==> config.mk <==
export PLATFORM = sky130hd
export DESIGN_NAME = basic_pipe_reg
export DESIGN_NICKNAME = d
export VERILOG_FILES = /design/src/rtl/basic_pipe_reg.sv
export SDC_FILE = /design/constraint.sdc
export NUM_CORES = 1
export LEC_CHECK = 0
export ABC_AREA = 1
export CAP_MARGIN = 10
export CORE_ASPECT_RATIO = 0.6
export CORE_MARGIN = 5
export CORE_UTILIZATION = 49
export DETAILED_ROUTE_END_ITERATION = 10
export GPL_TIMING_DRIVEN = 0
export PLACE_DENSITY = 0.8
export SLEW_MARGIN = 20
export SYNTH_ARGS = -nofsm -noshare
export SYNTH_HDL_FRONTEND = slang
export SYNTH_SLANG_ARGS = --single-unit
==> constraint.sdc <==
create_clock -name CLK -period 2.81 [get_ports CLK]
set_input_delay 0.562 -clock CLK [delete_from_list [all_inputs] [get_ports CLK]]
set_output_delay 0.562 -clock CLK [all_outputs]
set_load 0.01 [all_outputs]
==> src/rtl/basic_pipe_reg.sv <==
// Elastic multi-stage pipeline register with valid/ready flow control, bubble collapsing,
// synchronous flush and registered occupancy. Define BASIC_PIPE_REG_NEGEDGE_EN to capture on falling CLK.
module basic_pipe_reg #(
    parameter int unsigned    DW      = 32,
    parameter int unsigned    DEPTH   = 2,
    parameter logic [DW-1:0]  RST_VAL = '0,
    localparam int unsigned   CW      = $clog2(DEPTH + 1)
) (
    input  logic          CLK,
    input  logic          RST,
    input  logic          flush,
    input  logic          in_valid,
    output logic          in_ready,
    input  logic [DW-1:0] in_data,
    output logic          out_valid,
    input  logic          out_ready,
    output logic [DW-1:0] out_data,
    output logic [CW-1:0] occupancy
);

    logic [DEPTH-1:0] r_vld;
    logic [DW-1:0]    r_dat [DEPTH];
    logic [CW-1:0]    r_occ;

    logic [DEPTH-1:0] w_rdy;
    logic [DEPTH-1:0] w_up_vld;
    logic [DW-1:0]    w_up_dat [DEPTH];
    logic [DEPTH-1:0] w_vld_nxt;
    logic [DEPTH-1:0] w_load;
    logic [CW-1:0]    w_occ_nxt;

    // Ready ripples from the output stage back; an empty stage is always ready.
    always_comb begin
        w_rdy = '0;
        w_rdy[DEPTH-1] = !r_vld[DEPTH-1] | out_ready;
        for (int i = int'(DEPTH) - 2; i >= 0; i--) begin
            w_rdy[i] = !r_vld[i] | w_rdy[i+1];
        end
    end

    always_comb begin
        w_up_vld  = '0;
        w_up_dat  = '{default: '0};
        w_vld_nxt = '0;
        w_load    = '0;
        w_occ_nxt = '0;
        w_up_vld[0] = in_valid;
        w_up_dat[0] = in_data;
        for (int i = 1; i < int'(DEPTH); i++) begin
            w_up_vld[i] = r_vld[i-1];
            w_up_dat[i] = r_dat[i-1];
        end
        for (int i = 0; i < int'(DEPTH); i++) begin
            if (flush) begin
                w_vld_nxt[i] = 1'b0;
            end else if (w_rdy[i]) begin
                w_vld_nxt[i] = w_up_vld[i];
            end else begin
                w_vld_nxt[i] = r_vld[i];
            end
            // Data only moves with a valid word so bubbles never toggle the data path.
            w_load[i] = !flush & w_rdy[i] & w_up_vld[i];
            w_occ_nxt = w_occ_nxt + CW'(w_vld_nxt[i]);
        end
    end

`ifdef BASIC_PIPE_REG_NEGEDGE_EN
    always_ff @(negedge CLK or posedge RST) begin
`else
    always_ff @(posedge CLK or posedge RST) begin
`endif
        if (RST) begin
            r_vld <= '0;
            r_occ <= '0;
            for (int i = 0; i < int'(DEPTH); i++) begin
                r_dat[i] <= RST_VAL;
            end
        end else begin
            r_vld <= w_vld_nxt;
            r_occ <= w_occ_nxt;
            for (int i = 0; i < int'(DEPTH); i++) begin
                if (w_load[i]) begin
                    r_dat[i] <= w_up_dat[i];
                end
            end
        end
    end

    assign in_ready  = w_rdy[0] & !flush;
    assign out_valid = r_vld[DEPTH-1];
    assign out_data  = r_dat[DEPTH-1];
    assign occupancy = r_occ;

endmodule

==> Yosys cells after proc, flatten, opt, wreduce, memory -nomap -nowiden <==
Index checks and enable logic that the tools add are counted.
{ "word_totals": {"regBits": 68, "inputBits": 37, "output_inout_bits": 36} }
{ "op_classes": {"add_sub_neg": 1, "muxes": 4, "bitwise_logic": 6, "reduce_logical": 3} }
{ "ops": {"columns": ["op", "count"], "rows": [
  ["1-bit AND", 4],
  ["1-bit 2-to-1 mux", 4],
  ["1-bit zero test", 3],
  ["1-bit by 1-bit adder with 2-bit output", 1],
  ["1-bit bitwise OR", 2]
]} }

==> Logic depth before layout (Yosys ltp) <==
{ "logic_depth": {"ltp_word": 6, "mapped_depth": 6, "mapped_depth_nobuf": 5} }

==> Worst setup path after synthesis <==
Ideal clock, no wire load.
{ "synth_path": {"kind": "input-to-output", "from": "input port out_ready", "to": "output port in_ready", "arrival_ps": 1054, "required_time_ps": 2248, "setup_slack_ps": 1194, "cell_stages": 5, "path_buffers": 1, "cell_sequence": "inv_1 -> nand3_4 -> buf_2 -> nand2_1 -> inv_1"} }
{ "synth_via": {"elab_chain_len": 3} }
{ "synth_lines": {"columns": ["item", "line", "text"], "rows": [
  ["start, declared", "16", "input logic out_ready,"],
  ["1-bit bitwise OR", "35", "w_rdy[DEPTH-1] = !r_vld[DEPTH-1] | out_ready;"],
  ["1-bit bitwise OR", "37", "w_rdy[i] = !r_vld[i] | w_rdy[i+1];"],
  ["1-bit AND", "89", "assign in_ready = w_rdy[0] & !flush;"],
  ["end, declared", "13", "output logic in_ready,"]
]} }
No other way between the ends.

==> Final worst setup path <==
{ "layout_path": {"from": "input port flush", "to": "output port in_ready"} }
{ "layout_via": {"elab_chain_len": 2} }
{ "layout_lines": {"columns": ["item", "line", "text"], "rows": [
  ["start, declared", "11", "input logic flush,"],
  ["1-bit zero test", "89", null],
  ["1-bit AND", "89", null]
]} }
No other way between the ends.

==> flow_metrics.env <==
export IMPL_h_tree_depth=3
export IMPL_register_area_sq_um=1700
export IMPL_final_util_pct=66.3
export IMPL_fin_crit_sh_pct=95.8
export IMPL_cpPeakStageDelay_ps=520
export IMPL_p_leak_nw=2.00
export IMPL_yosys_warnings=0
export IMPL_synth_cell_types=15
export IMPL_arrival_ps=2130
export IMPL_die_w_um=111
export IMPL_tritoncts="done"
export IMPL_worstRegToRegCells=4
export IMPL_met3WireLength_um=473
export IMPL_hold_viol=0
export IMPL_cts_inserted_buffers=9
export IMPL_finalSetupTns_ps=0
export IMPL_crit_end="in_ready"
export IMPL_grt_util_all_layers_pct=17.8
export IMPL_rows=22
export IMPL_port_buffers=71
export IMPL_first_pass_iters=4
export IMPL_timing_critical_path_buf_inv=5
export IMPL_top_layer="met4"
export IMPL_fin_nets=446
export IMPL_synth_seq_cells=68
export IMPL_multiInputGateArea_sq_um=807
export IMPL_dp_cells=481
export IMPL_drv_cap=0
export IMPL_drive_gt1_share_pct=16.3
export IMPL_reg2reg_from="r_vld[0]"
export IMPL_p_total_mw=2.57
export IMPL_fmax_ghz=0.371
export IMPL_root_buffer="clkbuf_8"
export IMPL_final_cell_area_sq_um=4000
export IMPL_gp_congestion=0.782
export IMPL_grt_max_degree=39
export IMPL_syn_to_final_growth_pct=33.2
export IMPL_cts_setup_buffers=0
export IMPL_cts_sinks=68
export IMPL_critPathSlowestCell="clkdlybuf4s50_1"
export IMPL_clockBufferDepth=2
export IMPL_crit_path_start_kind="input pin"
export IMPL_grt_overflow=0
export IMPL_synth_cells=325
export IMPL_synth_avg_cell_area_sq_um=9.23
export IMPL_wl_per_cell_um=13.1
export IMPL_cpMostUsedCell="clkdlybuf4s50_1"
export IMPL_worst_pin_slew_ps=464
export IMPL_rsz0062_at_grt="no"
export IMPL_finalClockSkew_ps=5.45
export IMPL_crit_fanout=10
export IMPL_status="finished, final reports clean"
export IMPL_met1Wirelength_um=3220
export IMPL_end_kind="primary output"
export IMPL_via_count=2285
export IMPL_dpl_cell_area_sq_um=3840
export IMPL_boundaryPins=73
export IMPL_antenna_found_initial=0
export IMPL_grt_pass1_wl_um=11000
export IMPL_dpl_hpwl_um=4860
export IMPL_path_cells="clkdlybuf4s50_1 -> inv_2 -> clkbuf_4 -> nand2_1 -> inv_1 -> clkdlybuf4s50_1"
export IMPL_power_density_nw_per_um2=643
export IMPL_ant_nets=0
export IMPL_die_area_sq_um=7840
export IMPL_relSlewSlack_pct=69.1
export IMPL_final_common_cell="nand2_1"
export IMPL_dr_first_iter_drc_count=131
export IMPL_crit_start="flush"
export IMPL_min_period_ps=2690
export IMPL_slew_violations=0
export IMPL_routed_wirelength_um=6510
export IMPL_path_delay_family="buffers and inverters"
export IMPL_vias_per_cell=4.62
export IMPL_fill_cells=479
export IMPL_start_util_pct=49.8
export IMPL_seq_area_frac_synth_pct=56.7
export IMPL_hold_class="register to register"
export IMPL_critPathRequiredTime_ps=2250
export IMPL_synth_fp_nets=363
export IMPL_vdd_drop_max_mv=0.329
export IMPL_finalSetupViolations=0
export IMPL_fp_dieH_um=70.6
export IMPL_mostFrequentLayoutCells="nand2_1 (99), clkdlybuf4s50_1 (71), dfrtp_1 (68), inv_1 (35), buf_4 (33)"
export IMPL_antenna_cells=0
export IMPL_worstReg2RegEnd="occupancy[0]"
export IMPL_clk_pin_slew_ps=70
export IMPL_synth_cell_area_sq_um=3000
export IMPL_worst_r2r_setup_slack_ps=1380
export IMPL_grt_pass1_vias=2201
export IMPL_wl_met2_um=2770
export IMPL_stdcell_count=495
export IMPL_drcViolationCount=0
export IMPL_critical_path_class="input pin to primary output"
export IMPL_path_depth=6
export IMPL_coreArea_sq_um=6030
export IMPL_clk_latency_ps=340
-- repair_timing --
action / 4_1_cts / 5_1_grt
hold buffers: 0 / 0
hold endpoints to repair: 0 / 0
endpoints found under the setup margin: 0 / 1
gates resized for setup: 0 / 1
-- cells by family after synthesis --
group                    count (synthesis)  share of synthesized area (%)
adder cells (fa/ha/maj)                  1                          0.417
flip-flops                              68                           56.7
AO/OA/AOI/OAI                           34                           5.67
buffers and inverters                   88                           16.4
AND/OR/NAND/NOR                        134                           20.8
-- synth_stat cells --
master    instances  share of area, %
nand2_1          99                12
dfrtp_1          68                57
inv_1            36               4.5
buf_4            33               8.3
nand4_1          32               6.7
o21ai_1          32               5.3
buf_2            12               2.0
buf_6             3               1.1
nand3_4           3               1.8
buf_1             2              0.25
a21oi_1           1              0.17
clkbuf_1          1              0.12
ha_1              1              0.42
inv_2             1              0.12
o21ai_0           1              0.17
-- flip-flops by register name, indices dropped and copies added, names as in the netlist --
| register | count |
|---|---|
| occupancy | 2 |
| r_dat | 32 |
| out_data | 32 |
| r_vld | 2 |
-- how the worst min path moves through the flow --
| stage | endpoint | cells past startpoint | slack [ps] | start |
|---|---|---|---|---|
| floorplan | r_dat[32] | 2 | 440 | r_dat[32] |
| detailed placement | r_dat[42] | 2 | 460 | r_dat[42] |
| CTS | r_dat[62] | 2 | 470 | r_dat[62] |
| finish | r_dat[42] | 2 | 470 | r_dat[42] |
| global route | r_dat[54] | 2 | 490 | r_dat[54] |
| global placement | r_dat[33] | 2 | 450 | r_dat[33] |
-- tightest hold or removal path: stages (launching register included) --
cell,delay (ps)
dfrtp_1,340
nand2_1,50
nand2_1,50
-- where the power goes --
part | total (mW) | switching (mW) | internal, mW
logic | 0.679 | 0.268 | 0.411
registers | 1.23 | 0.0883 | 1.14
clock network | 0.665 | 0.335 | 0.330
total | 2.57 | 0.691 | 1.88
-- routing by layer --
| layer | up-vias | global-route usage [%] |
|---|---|---|
| met5 | - | 0 |
| met4 | 0 | 4.05 |
| met3 | 6 | 7.01 |
| met2 | 64 | 25.7 |
| met1 | 1048 | 25.4 |
| li1 | 1167 | - |
-- stage by stage --
stage / worst slack, ps / hold slack (ps)
final: 117 / 471
after floorplan: 536 / 442
after global routing: 26.0 / 494
after global placement: -532 / 453
after CTS: 68.7 / 475
after detailed placement: 61.9 / 458
-- area by class of cell --
| type | instances | area share [%] |
|---|---|---|
| Buffer | 51 | 8.89 |
| Clock buffer | 11 | 3.54 |
| Clock inverter | 3 | 0.376 |
| Timing Repair Buffer | 72 | 18.3 |
| Multi-Input combinational cell | 169 | 20.2 |
| Inverter | 37 | 3.54 |
| Tap cell | 84 | 2.63 |
| Sequential cell | 68 | 42.6 |
No activity file was read; power rests on OpenSTA's default activity.
